### config.mk
export PLATFORM = sky130hd
export DESIGN_NAME = read_bpm_test_link
export DESIGN_NICKNAME = d
export VERILOG_FILES = /design/src/rtl/read_bpm_test_link.sv
export SDC_FILE = /design/constraint.sdc
export NUM_CORES = 1
export LEC_CHECK = 0
export ABC_CLOCK_PERIOD_IN_PS = 6800
export CORE_MARGIN = 1.5
export CORE_UTILIZATION = 56
export CTS_CLUSTER_DIAMETER = 30
export CTS_CLUSTER_SIZE = 8
export DETAILED_ROUTE_END_ITERATION = 7
export GPL_TIMING_DRIVEN = 0
export PLACE_DENSITY_LB_ADDON = 0.08
export RECOVER_POWER = 100
export SLEW_MARGIN = 20
export SYNTH_ARGS = -nofsm -noshare
export SYNTH_HDL_FRONTEND = slang
export SYNTH_SLANG_ARGS = --single-unit
### constraint.sdc
create_clock -name auroraUserClk -period 6.8 [get_ports auroraUserClk]
set_input_delay 1.02 -clock auroraUserClk [delete_from_list [all_inputs] [get_ports auroraUserClk]]
set_output_delay 1.02 -clock auroraUserClk [all_outputs]
set_load 0.01 [all_outputs]
### src/rtl/read_bpm_test_link.sv
// read_bpm_test_link: receive-side checker for the synthetic BPM test link.
// Checks every word of the per-FA-cycle packet ({header, X, Y, S} per BPM)
// against the deterministic pattern and issues one verdict per FA session.
// Optional build macro BPM_TEST_FA_SEQ_CHECK_EN: when defined, each good
// packet's FA cycle number F must be the previous good F + 1 (mod 2^16).
//
// state | meaning
// IDLE  | waiting for auroraFAstrobe, beats ignored
// HDR   | expecting header word of BPM bpm_idx
// X     | expecting X word of BPM bpm_idx
// Y     | expecting Y word of BPM bpm_idx
// S     | expecting S word of BPM bpm_idx (F latched at bpm_idx 0)
// DRAIN | framing error reported, discarding beats until tlast
module read_bpm_test_link #(
    parameter int BPM_COUNT        = 16,
    parameter int CELL_INDEX       = 12,
    parameter int BPM_GLOBAL_INDEX = 2,
    parameter int FOFB_INDEX_WIDTH = 9
) (
    input  logic        auroraUserClk,
    input  logic        auroraUserReset_n,
    input  logic        auroraFAstrobe,
    input  logic [31:0] BPM_TEST_AXI_STREAM_RX_tdata,
    input  logic        BPM_TEST_AXI_STREAM_RX_tvalid,
    input  logic        BPM_TEST_AXI_STREAM_RX_tlast,
    output logic        BPM_TEST_AXI_STREAM_RX_tready,
    output logic        TESTstatusStrobe,
    output logic [1:0]  TESTstatusCode,
    output logic [15:0] TESTgoodCount,
    output logic [15:0] TESTbadCount,
    output logic [15:0] TESTlastFAcycle
);

    // FOFB index field = {global index prefix, 5-bit BPM index}
    localparam int                GIDX_W   = FOFB_INDEX_WIDTH - 5;
    localparam logic [GIDX_W-1:0] GIDX     = GIDX_W'(BPM_GLOBAL_INDEX);
    localparam logic [4:0]        CELL5    = 5'(CELL_INDEX);
    localparam logic [4:0]        LAST_IDX = 5'(BPM_COUNT - 1);

    localparam logic [1:0] CODE_GOOD     = 2'd0;
    localparam logic [1:0] CODE_MISMATCH = 2'd1;
    localparam logic [1:0] CODE_FRAMING  = 2'd2;
    localparam logic [1:0] CODE_MISSING  = 2'd3;

    typedef enum logic [2:0] {
        ST_IDLE,
        ST_HDR,
        ST_X,
        ST_Y,
        ST_S,
        ST_DRAIN
    } state_t;

    state_t      state;
    logic [4:0]  bpm_idx;
    logic        mismatch_seen;
    logic [15:0] fa_cycle;
    logic        verdict_done;
    logic        started;

    logic        accept;
    logic        parsing;
    logic        final_beat;
    logic [15:0] f_now;
    logic [31:0] exp_word;
    logic        word_bad;
    logic        seq_bad;
    logic        issue;
    logic [1:0]  issue_code;

    assign accept     = BPM_TEST_AXI_STREAM_RX_tvalid & BPM_TEST_AXI_STREAM_RX_tready;
    assign parsing    = (state == ST_HDR) || (state == ST_X) || (state == ST_Y) || (state == ST_S);
    assign final_beat = (state == ST_S) && (bpm_idx == LAST_IDX);
    assign word_bad   = (BPM_TEST_AXI_STREAM_RX_tdata != exp_word);

    // Expected word for the current position; F comes from this beat when bpm_idx is 0
    always_comb begin
        f_now    = (bpm_idx == 5'd0) ? BPM_TEST_AXI_STREAM_RX_tdata[31:16] : fa_cycle;
        exp_word = BPM_TEST_AXI_STREAM_RX_tdata;
        case (state)
            ST_HDR:  exp_word = {16'hA5BE, 1'b1, CELL5, 1'b0, GIDX, bpm_idx};
            ST_X:    exp_word = {16'hCAFE, 11'b0, bpm_idx};
            ST_Y:    exp_word = {16'hBEEF, 11'b0, bpm_idx};
            ST_S:    exp_word = {f_now, 11'b0, bpm_idx};
            default: exp_word = BPM_TEST_AXI_STREAM_RX_tdata;
        endcase
    end

`ifdef BPM_TEST_FA_SEQ_CHECK_EN
    logic have_prev_good;
    // F must follow the last good packet's F; the first packet after reset has no predecessor
    assign seq_bad = have_prev_good && (f_now != 16'(TESTlastFAcycle + 16'd1));
`else
    assign seq_bad = 1'b0;
`endif

    // Verdict decode: a strobe that finds the session unanswered wins over any beat
    always_comb begin
        issue      = 1'b0;
        issue_code = CODE_GOOD;
        if (auroraFAstrobe) begin
            if (started && !verdict_done) begin
                issue      = 1'b1;
                issue_code = CODE_MISSING;
            end
        end else if (accept && parsing) begin
            if (final_beat && BPM_TEST_AXI_STREAM_RX_tlast) begin
                issue      = 1'b1;
                issue_code = (mismatch_seen || word_bad || seq_bad) ? CODE_MISMATCH : CODE_GOOD;
            end else if (final_beat || BPM_TEST_AXI_STREAM_RX_tlast) begin
                issue      = 1'b1;
                issue_code = CODE_FRAMING;
            end
        end
    end

    // Packet parser FSM with registered status outputs and counters
    always_ff @(posedge auroraUserClk or negedge auroraUserReset_n) begin
        if (!auroraUserReset_n) begin
            state                         <= ST_IDLE;
            bpm_idx                       <= 5'd0;
            mismatch_seen                 <= 1'b0;
            fa_cycle                      <= 16'd0;
            verdict_done                  <= 1'b0;
            started                       <= 1'b0;
            BPM_TEST_AXI_STREAM_RX_tready <= 1'b0;
            TESTstatusStrobe              <= 1'b0;
            TESTstatusCode                <= 2'd0;
            TESTgoodCount                 <= 16'd0;
            TESTbadCount                  <= 16'd0;
            TESTlastFAcycle               <= 16'd0;
`ifdef BPM_TEST_FA_SEQ_CHECK_EN
            have_prev_good                <= 1'b0;
`endif
        end else begin
            BPM_TEST_AXI_STREAM_RX_tready <= 1'b1;
            TESTstatusStrobe              <= issue;
            if (issue) begin
                TESTstatusCode <= issue_code;
                verdict_done   <= 1'b1;
                if (issue_code == CODE_GOOD) begin
                    TESTgoodCount   <= TESTgoodCount + 16'd1;
                    TESTlastFAcycle <= f_now;
`ifdef BPM_TEST_FA_SEQ_CHECK_EN
                    have_prev_good  <= 1'b1;
`endif
                end else begin
                    TESTbadCount <= TESTbadCount + 16'd1;
                end
            end

            if (auroraFAstrobe) begin
                // New session: any beat in this cycle is dropped
                state         <= ST_HDR;
                bpm_idx       <= 5'd0;
                mismatch_seen <= 1'b0;
                verdict_done  <= 1'b0;
                started       <= 1'b1;
            end else if (accept) begin
                case (state)
                    ST_IDLE: begin
                    end
                    ST_DRAIN: begin
                        if (BPM_TEST_AXI_STREAM_RX_tlast)
                            state <= ST_IDLE;
                    end
                    ST_HDR, ST_X, ST_Y, ST_S: begin
                        if (word_bad)
                            mismatch_seen <= 1'b1;
                        if ((state == ST_S) && (bpm_idx == 5'd0))
                            fa_cycle <= BPM_TEST_AXI_STREAM_RX_tdata[31:16];
                        if (final_beat)
                            state <= BPM_TEST_AXI_STREAM_RX_tlast ? ST_IDLE : ST_DRAIN;
                        else if (BPM_TEST_AXI_STREAM_RX_tlast)
                            state <= ST_IDLE;
                        else begin
                            case (state)
                                ST_HDR:  state <= ST_X;
                                ST_X:    state <= ST_Y;
                                ST_Y:    state <= ST_S;
                                default: begin
                                    state   <= ST_HDR;
                                    bpm_idx <= bpm_idx + 5'd1;
                                end
                            endcase
                        end
                    end
                    default: state <= ST_IDLE;
                endcase
            end
        end
    end

endmodule

==> impl_summary.md, run 1 <==
Setup path
The endpoint type of the worst setup path is an async pin. The data arrival time of the critical path is 4.12 ns. The endpoint identified for the worst register-to-register timing path is TESTgoodCount[14]. Counting cells, the worst reg-to-reg path comes to 10. The worst-path maximum fanout is 55. Counting stages on the worst path, the most repeated cell is clkbuf_1. Among all stages on the critical path, the largest delay is contributed by clkbuf_1.

Walking the worst path, the cells encountered are clkbuf_1, clkbuf_1. The register-to-register setup slack is 2.70 ns. The data required time at the worst endpoint is about 6.6 ns. The critical path in this run is classified as input port to async pin. The startpoint identified for the worst register-to-register timing path is state[0]. The number of buffers and inverters on the critical path is 2. For this run, the slowest stage of the critical path takes 2.13 ns.

Broken down by cell family, the worst path's largest delay share belongs to buffers and inverters. The kind of start point of the critical path is an input port.

Timing
The hold violation count in the final report is 0. The peak clock frequency supported by timing is 233 MHz. Setup violations remaining at the end of the flow were counted as 0. The final-layout worst hold slack is roughly 0.47 ns.

The minimum clock period after layout is roughly 4.3 ns. Setup repair after global routing left no endpoint under its margin. The final cycle utilization of the critical path is 0.632.

The slew of the pin with the lowest slew margin is 2.92 ns. The count of pins over their slew limit came to 67. The largest clock skew in the final design is approximately 0.019 ns. For the final routed database, the setup TNS stands at 0 ns. Measured against its own limit, the worst slew margin works out to -0.949.

Synthesis
The post-synthesis share of cell area spent on and, or, nand and nor gates is 0.215. The number of instances in the synthesized netlist is 457. Of the total synthesized cell area, the portion taken by XOR and XNOR cells is 0.0738.

The sequential element share of the synthesized area is 0.450. The net count after synthesis is 501. After synthesis, the largest family of logic cells by area is simple AND/OR/NAND/NOR gates.

The cell area after technology mapping is 4390 um2. The dominant register cell in the synthesized netlist is dfrtp_1. The number of enable flip-flop cells after synthesis is 0. Of all flip-flops after synthesis, the portion carrying an async set or reset was 1.00. In this run, synthesis produced a sequential element count of 79. The compound-gate portion of the synthesized area was 0.153. The share of synthesized cell area in full adder, half adder and majority cells is 0.0199. The distinct cell type count of the synthesized netlist is 61. A synthesized cell averages ~9.6 um2. The count of warnings emitted by yosys is 0. The multiplexer share of the synthesized area is 0.0430.

Route
The first detailed-routing pass took 5 iterations. The number of vias per cell is 5.96. The violation count after the first detailed-routing iteration is 253. The routed layout has around 4000 vias.

Dividing the detail-routed wire length by the instance count gives 16.4 um. For this run, design rule violations remaining after detail routing come to 0. The final antenna-violating net count is 0. After detailed routing, the total wire length is 10.9 mm.

Final layout
Leaving out fill and tap cells, the most frequent cells in the layout are dfrtp_1, nand2_1, dlygate4sd3_1. Of the cells placed in the final design, the portion with a size suffix greater than 1 is 0.0660. The number of nets in the finished design is 600. The core occupancy in the finished layout is 0.725. The area growth from synthesis to layout is 26.2%. After filler insertion, the fill cell instance count of the layout stands at between 500 and 600.

The count of inserted antenna diode cells is 0. The most frequent standard cell in the layout excluding fill and tap cells is dfrtp_1.

Global routing
The initial antenna violation count is 0. The overall global routing resource usage is 0.273. The pin count of the biggest net entering global routing is 56. The global-route wire length before repair is 18.2 mm. The number of global-route vias before repair is between 3000 and 4000. Global routing finished with a remaining overflow of 0.

Outcome
The final reports fail on max-capacitance violations, max-slew violations. The run finished, with violations left.

Hold path
Along the worst hold path, the cell count comes to 1. The worst hold path class is register to register. For hold timing, the worst endpoint is TESTgoodCount[15]. The startpoint identified for the worst hold timing path is TESTgoodCount[15].

Clock network
After clock tree synthesis, the flow added hold-fix buffers numbering 0. Buffers added to address setup during post-CTS repair amount to 0. The TritonCTS clock tree is done. In this run, CTS created clock tree buffers numbering 9.

The H-tree depth is 3. The number of clock sinks is 79. The clock input transition at the sequential cells of the worst setup and hold paths is 0.10 ns. No sink is reached through more buffers than the 2 on the longest clock path. Post-CTS repair changed the size of 0 cells.

Clock tree synthesis selected as its root buffer the cell clkbuf_8. The later pin in the worst-skew pair is clocked with a latency of roughly 0.36 ns.

Floorplanning
The initial utilization of the core area, before any placement, comes to 0.574. The top-level port count is 89. The floorplan row count is 32.

The die area is about 8400 um2. The total area inside the core boundary comes to around 7600 um2. The floorplan step set the die height to 91.6 um. The die width is between 90 and 100 um.

Pwr
IR analysis of the VDD net gives a maximum drop of 0.000188 V. For this design the static power due to leakage is 2.47 nW. In this run the power density over the cells is 213 nW/um2.

Placement
The congestion estimate from routability-driven global placement came to approximately 0.90. Detailed placement ended at an HPWL of 7.96 mm. The count of buffers added on input and output ports is 87.

Run
Across the run, the number of max-cap violations was 2.
kinds of logic (layout without fill, tap and decap cells):
| kind of cell | count (synthesis) | in the layout |
|---|---|---|
| xor+xnor | 37 | 37 |
| other cells | 1 | 1 |
| compound gates | 97 | 97 |
| flops | 79 | 79 |
| simple gates | 172 | 172 |
| buf+inv | 47 | 151 |
| fa+ha+maj | 7 | 7 |
| mux | 17 | 17 |
cell type report:
cell class / instances / area (um2) / area share
buffer: 25 / 103 / 0.0185
clock buffer: 10 / 138 / 0.0248
clock inverter: 6 / 50.0 / 0.00903
inverter: 22 / 82.6 / 0.0149
multi-input combinational: 331 / 2200 / 0.396
sequential: 79 / 1980 / 0.357
tap: 102 / 128 / 0.0230
timing repair buffer: 88 / 868 / 0.157
sequential cells by signal (all words and copies together), names as in the netlist, 2 cells and up:
signal and count:
TESTstatusCode 2, bpm_idx 5, TESTbadCount 16, fa_cycle 16, state 3, TESTlastFAcycle 16
TESTgoodCount 16
synthesized netlist by cell type (3+ instances only):
library cell  instances  area (um2)
and4_1                6        52.6
nor4_1                8        50.1
mux2_2                9         101
o21ai_1               3        15.0
and3_1                8        50.1
or3_1                 3        18.8
nand3_1              18        90.1
nor3b_1               5        37.5
o2111ai_1             4        35.0
ha_1                  7        87.6
xnor2_1              18         158
inv_1                22        82.6
dfrtp_1              79        1980
nor2b_1               3        18.8
a211oi_1              5        37.5
nor3_1               15        75.1
clkbuf_1             17        63.8
xor2_1               19         166
a21oi_1              26         130
mux2_1                6        67.6
nor4b_1               6        52.6
o22ai_1               5        31.3
a41oi_1              16         140
a22oi_1               4        30.0
buf_2                 7        35.0
nor2_1               19        71.3
a31oi_1               4        25.0
nand2_1              56         210
nand4_1               8        50.1
o21ai_0              10        50.1
per-layer routing:
metal / routed length [um] / global-route usage
met3: 809 / 0.0444
met4: 176 / 0.102
met2: 4950 / 0.406
met5: 0 / 0
met1: 4930 / 0.401
per-stage QoR:
step / setup WS [ns] / total power [mW] / std cells / area (um2)
after global routing: 1.68 / 1.24 / 663 / 5540
final: 2.50 / 1.18 / 663 / 5540
after floorplan: 3.65 / 0.707 / 457 / 4390
after global placement: 1.98 / 0.873 / 646 / 5390
after CTS: 2.99 / 1.22 / 663 / 5610
after detailed placement: 2.59 / 0.881 / 647 / 5420
how the worst max path moves through the flow:
stage	start	end	slack, ns	cells after the start
final	auroraUserReset_n	verdict_done	2.50	2
after global routing	auroraUserReset_n	mismatch_seen	1.68	2
after CTS	state[0]	TESTgoodCount[14]	2.99	10
after detailed placement	BPM_TEST_AXI_STREAM_RX_tlast	TESTgoodCount[14]	2.59	9
after global placement	auroraUserReset_n	TESTbadCount[9]	1.98	1
after floorplan	state[0]	TESTgoodCount[14]	3.65	10
report_power, final:
group / total [mW] / internal [mW] / switching [mW]
sequential: 0.572 / 0.526 / 0.0456
clock: 0.335 / 0.148 / 0.187
combinational: 0.274 / 0.145 / 0.129
total: 1.18 / 0.819 / 0.361
Power figures use the tool's default switching activity.
==> inputs of run 2 (changes only) <==
- ABC_CLOCK_PERIOD_IN_PS: 6800 -> 4200
- CORE_UTILIZATION: 56 -> 52
- clock period: 6.8 -> 4.2 ns (I/O delays scaled with it)
==> run 2 against run 1 <==
The run now ends clean. First-iteration DRC count decreased by 11%. Sequential share of layout area decreased by 0.31 points. Hold slack got worse by 0.0011 ns. Clock power increased by 82%. Sequential power increased by 63%. Clock skew decreased by 0.0079 ns. Cell area increased by 0.88%. Combinational power increased by 64%. Global-route usage increased by 0.19 points. Register-to-register slack got worse by 2.3 ns. Utilization decreased by 4.4 points.
==> impl_summary.md, run 2 (synthesis gave the netlist of run 1 again) <==
Global routing
In the global route stage, overall resource usage came out at 0.275. The number of global-route vias before repair came to approximately 3800. The residual overflow from global routing is 0. The initial antenna violation count came to 0. The global-route wire length before repair is between 15 and 20 mm. Entering global routing, the biggest net connects 54 pins.

Route
The final wirelength is 11.6 mm. The violation count after the first detailed-routing iteration is 226. In the routed design, unresolved DRC markers number 0.

The detail route stage leaves a number of antenna-violating nets equal to 0. After detailed routing, the average wire length per cell comes to 17.3 um. The number of vias per cell is 6.04. The routed via count is 4024. The number of iterations in the first detailed-routing pass is 5.

Final layout
The finished cells cover 5590 um2. For this run, the post-layout net count is 600. Compared with the post-synthesis result, the final layout area differs by 27.3%. The top cell types in the final layout, fill and taps aside, are dfrtp_1, nand2_1, dlygate4sd3_1. 0 antenna diodes ended up in the layout. The core occupancy in the finished layout is 0.680. Leaving out fill and tap cells, the most frequent cell in the layout is dfrtp_1. The share of final-layout standard cells stronger than drive strength 1 is 0.0749.

Timing
For the pin with the worst max-slew slack, the measured transition is about 1.4 ns. The count of pins over their slew limit is 0. The peak clock frequency supported by timing is 262 MHz. Setup violations remaining at the end of the flow were counted as 0. The worst relative slew slack is 0.0688. Adding up every negative setup slack in the final design gives 0 ns. Hold timing on the final database bottoms out at a slack of 0.466 ns.

Across the routed clock network, the largest skew measured is 0.0109 ns. After layout, the minimum clock period comes to approximately 3.8 ns. The hold violation count in the final report came to 0. The final cycle utilization of the critical path is 0.909.

Setup repair after global routing left no endpoint under its margin.

Setup path
In this run the critical register-to-register path is captured at TESTbadCount[5]. The worst-path maximum fanout is 10. Traced cell by cell, the critical path runs through inv_1, ha_1, or4b_1, clkbuf_1, nand2_1, a21oi_1, nor4_2, nand4_2, nor4b_2, clkbuf_1, nor4_1, xor2_1. At the worst endpoint, the required time is 4.44 ns. The setup path with the least slack is of type register to register. The startpoint of the lowest-slack register-to-register path is bpm_idx[0]. The delay of the slowest cell on the worst path is 0.60 ns. The worst setup path is launched from a register. The critical path's slowest cell is nor4b_2. The worst reg-to-reg path cell count is 12. STA puts the critical path data arrival time at ~4 ns. The endpoint type of the worst setup path is a register. The register-to-register setup slack is 0.38 ns. The most prevalent standard cell on the critical path is clkbuf_1.

Hold path
Counting instances, the worst hold path has a depth of 1. The worst hold path startpoint is TESTbadCount[15]. The worst hold path terminates at TESTbadCount[15].

In this run the worst hold path is classified as register to register.

Floorplanning
just under 90 I/O pins were placed. The height of the die is 94.9 um. The die area is 9010 um2.

The floorplan row count is 33. The effective utilization at floorplan is 0.534. The area of the core is approximately 8200 um2. The die width is 94.9 um.

Pwr
The leakage dissipation is 2.49 nW. The maximum resistive drop on vdd is about 0.00034 V. The total power consumption of the routed design is 1.99 mW. For this design the ratio of total power to cell area is 356 nW/um2.

Clock network
The number of buffers inserted during clock tree synthesis is 9. The number of clock sinks is 79. The worst-skew pair later-pin latency is 0.37 ns.

The root cell of the clock tree is clkbuf_8. The clock input transition at the sequential cells of the worst setup and hold paths is ~0.090 ns. TritonCTS built the clock tree. The H-tree depth is 3.

The maximum buffer depth of the clock tree is 2.

Run
The count of maximum capacitance violations is 0.

Placement
The HPWL after detailed placement is 8.49 mm. Routability-driven placement finished with a final weighted congestion of just under 0.9. The total placed instance area is 5430 um2. The total of buffers placed on input and output ports is 87.

Outcome
The flow ran to the end, and the final reports show no timing, DRC or antenna violations.
[run 2: changes by cell type in the layout (fill, tap and decap cells not counted), moves of 2 or more]
cell	previous run	this run
inv_6	4	2
dlygate4sd3_1	55	53
clkdlybuf4s50_1	31	33
inv_8	0	2
[run 2: layout make-up]
class / instances / area, um2
Timing Repair Buffer: 88 / 870
Multi-Input combinational cell: 331 / 2220
Sequential cell: 79 / 1980
Buffer: 25 / 101
Clock buffer: 9 / 124
Inverter: 22 / 82.6
Clock inverter: 7 / 86.3
Tap cell: 105 / 131
Fill cell: 661 / 2630
[run 2: stage by stage]
step | cells | worst slack [ns]
final | 666 | 0.380
after global routing | 666 | 0.112
after CTS | 666 | 0.331
after detailed placement | 650 | 0.356
after global placement | 649 | -0.281
after floorplan | 457 | 1.05
[run 2: timing repair]
item	in CTS	in global routing
setup endpoints to repair	0	5
hold buffers	0	0
buffers inserted	0	0
gates resized for setup	0	1
endpoints found under the hold margin	0	0
[run 2: layer usage]
metal	wire length (um)	vias to the layer above	global-route usage
li1	-	1877	-
met1	5140	1966	0.386
met2	5450	163	0.430
met3	770	18	0.0515
met4	195	0	0.0871
met5	0	-	0
[run 2: worst max-delay path: cells and delay by family, from the launching register on]
kind	cells	cell delay [ns]
buffers and inverters	3	0.86
and+or+nand+nor	6	1.95
DFF	1	0.42
adders and majority gates	1	0.18
xor gates and xnor gates	1	0.16
AOI/OAI and AO/OA	1	0.14
[run 2: how the worst max path moves through the flow]
stage	end	depth (start not counted)	start
CTS	TESTgoodCount[12]	10	state[0]
global placement	TESTbadCount[5]	1	auroraUserReset_n
global route	TESTbadCount[5]	11	bpm_idx[0]
detailed placement	TESTgoodCount[12]	10	state[0]
finish	TESTbadCount[5]	12	bpm_idx[0]
floorplan	TESTgoodCount[14]	10	state[0]
[run 2: power by group]
part,total [mW],switching (mW),internal (mW),leakage [nW]
Clock,0.610,0.322,0.288,0.104
Sequential,0.930,0.0778,0.852,1.01
Combinational,0.449,0.214,0.235,1.37
Total,1.99,0.614,1.38,2.49
==> inputs of run 3 (changes only) <==
- RECOVER_POWER: 100 -> 50
==> run 3 against run 2 <==
Register-to-register slack better by 0.13 ns. Critical endpoint is now TESTgoodCount[12]. Final cell count did not move. Utilization is 0.32 points higher. Highest routed layer unchanged.
==> impl_summary.md, run 3 (synthesis gave the netlist of run 1 again) <==
Global routing
The initial antenna violation count is 0. The residual overflow from global routing is 0. The global-route wire length before repair is 19.0 mm. Entering global routing, the biggest net connects 54 pins.

For this run, the total global-route usage over all layers was measured as 0.275. The number of global-route vias before repair is 3754.

Setup path
The data required time at the worst endpoint is about 4.5 ns. The terminus of the critical flop-to-flop path is TESTgoodCount[12]. The endpoint of the worst setup timing path is TESTgoodCount[12]. The data arrival time of the critical path is 3.95 ns. The worst reg-to-reg path cell count is 10. The register-to-register setup slack is 0.51 ns.

STA classifies the critical path endpoint as a register. Along the worst path, the maximum fanout reaches 10. The critical path is of the register to register type. The startpoint of the most critical setup path is state[0]. The worst setup path is launched from a register.

The startpoint of the lowest-slack register-to-register path is state[0].

Placement
After detailed placement, the design holds a cell count of 650. The total of buffers placed on input and output ports is 87. At the end of routability-driven placement, the weighted congestion stood at 0.882.

Prior to clock tree synthesis, the placed netlist has a worst setup slack of about 0.36 ns. The half-perimeter wire length of the detailed placement result is 8.49 mm.

Pwr
Of the total power, registers draw 0.463. IR analysis of the VDD net gives a maximum drop of 0.000358 V. The portion of total power attributed to the clock network is 0.305. The ratio of total power to cell area is 358 nW/um2. The internal power contribution is between 1 and 1.5 mW. The leakage dissipation is between 2 and 2.5 nW. For this design the total switching power over the nets is ~0.62 mW. The switching part of the total is 0.309. The fraction of power consumed by combinational cells is 0.232.

Timing
The hold violation count in the final report is 0. The peak clock frequency supported by timing is 271 MHz. The post-route worst setup slack is 0.514 ns. The slew of the pin with the lowest slew margin is between 1 and 1.5 ns.

The final cycle utilization of the critical path is 0.878. Setup repair after global routing left no endpoint under its margin. The count of pins over their slew limit is 0. The worst relative slew slack is 0.0671. Across all hold checks on the routed design, the worst slack comes to 0.466 ns. Setup violations remaining at the end of the flow were counted as 0. The largest clock skew in the final design is 0.0151 ns. The minimum clock period after layout is 3.69 ns.

Route
For this run, design rule violations remaining after detail routing come to 0. The met1 wire length is roughly 5.3 mm. The number of iterations in the first detailed-routing pass is 5. In this run the remaining antenna-violating nets after routing total 0. The final wirelength is between 10 and 15 mm. Dividing the detail-routed via count by the number of cells gives 6.02. After the first detailed-routing iteration, the DRC count stood at 229. The total met2 wirelength after detailed routing is around 5.5 mm.

The routed layout has between 4000 and 5000 vias. The mean routed wirelength per cell is 17.5 um. Detailed routing placed a total of 695 um of wire on met3.

After detailed routing, no signal wire sits above met4.

Floorplanning
The effective utilization at floorplan is 0.534. The die width is ~95 um. From bottom edge to top edge, the die measures ~95 um.

The area of the core is ~8000 um2. For this design the top-level I/O count stands at 89. The floorplan row count is 33. The die area is 9010 um2.

Final layout
The number of antenna diodes in the final layout is 0. Leaving out fill and tap cells, the most frequent cells in the layout are dfrtp_1, clkdlybuf4s50_1, nand2_1. The number of nets in the finished design is 600.

Of the cells placed in the final design, the portion with a size suffix greater than 1 is 0.0784. The count of cells in the finished layout, fillers not included, comes to 666. The area growth from synthesis to layout is 27.9%.

The library cell used most frequently in the layout, excluding fill and tap cells, is dfrtp_1.

Clock network
The TritonCTS clock tree is done. The maximum buffer depth of the clock tree is 2. The worst-skew pair later-pin latency is 0.37 ns. The number of clock buffers added by TritonCTS is 9. The post-CTS setup buffer count is 0. In this run the clock root is driven by a clkbuf_8. The H-tree depth is 3. After clock tree synthesis, the clock-pin slew on the worst setup and hold paths is 0.10 ns.

Once the clock tree was built, the resizer swapped 0 gates to a different size. Hold repair after CTS inserted 0 buffers. The number of clock sinks is 79.

Run
Max-cap violations in this run came to 0.

Hold path
The tightest min-delay check is of the register to register type.

Outcome
The flow ran to the end, and the final reports show no timing, DRC or antenna violations.
-- run 3: cell count changes in the layout (fill, tap and decap cells not counted), sizes merged --
cell and change:
clkdlybuf4s50 +31, dlygate4sd3 -31, buf +2, clkbuf -2
-- run 3: per-stage QoR --
step	power (mW)	cell area [um2]	utilization	TNS (ns)
finish	2.01	5620	0.684	0
global route	2.11	5620	0.684	0
CTS	2.04	5640	0.686	0
detailed placement	1.43	5430	0.661	0
global placement	1.41	5390	0.656	-21.64
floorplan	1.14	4390	-	0
-- run 3: worst min path at each step --
stage               cells past startpoint              start                             to
detailed placement                      1   TESTbadCount[15]               TESTbadCount[15]
CTS                                     1  auroraUserReset_n               TESTgoodCount[3]
global route                            1   TESTbadCount[15]               TESTbadCount[15]
finish                                  1   TESTbadCount[15]               TESTbadCount[15]
global placement                        1            started                        started
floorplan                               0  auroraUserReset_n  BPM_TEST_AXI_STREAM_RX_tready
-- run 3: metal layers --
| layer | GRT usage | vias to the layer above |
|---|---|---|
| li1 | - | 1874 |
| met1 | 0.386 | 1964 |
| met2 | 0.430 | 155 |
| met3 | 0.0515 | 16 |
| met4 | 0.0871 | 0 |
| met5 | 0 | - |
-- run 3: area by class of cell --
cell class              instances  area, um2
fillers                       654       2600
multi-input cells             331       2240
flip-flops and latches         79       1980
inverters                      22       82.6
plain buffers                  25        110
clock buffers                   9        124
well taps                     105        131
repair buffers                 88        870
clock inverters                 7       86.3
-- run 3: worst max-delay path: stages, from the launching register on --
cell	delay, ns
dfrtp_1	0.42
clkbuf_1	0.25
nor3b_2	0.40
nand2_1	0.15
ha_1	0.20
nor4bb_1	0.43
nand3_1	0.32
or4b_1	0.58
o31ai_2	0.49
nand3_1	0.18
xnor2_1	0.17
-- run 3: power by group through the flow --
stage / clock (mW) / sequential, mW / combinational (mW)
after floorplan: 0 / 0.976 / 0.169
after global placement: 0 / 0.941 / 0.473
after detailed placement: 0 / 0.946 / 0.488
after CTS: 0.617 / 0.934 / 0.490
after global routing: 0.655 / 0.947 / 0.513
final: 0.614 / 0.932 / 0.466
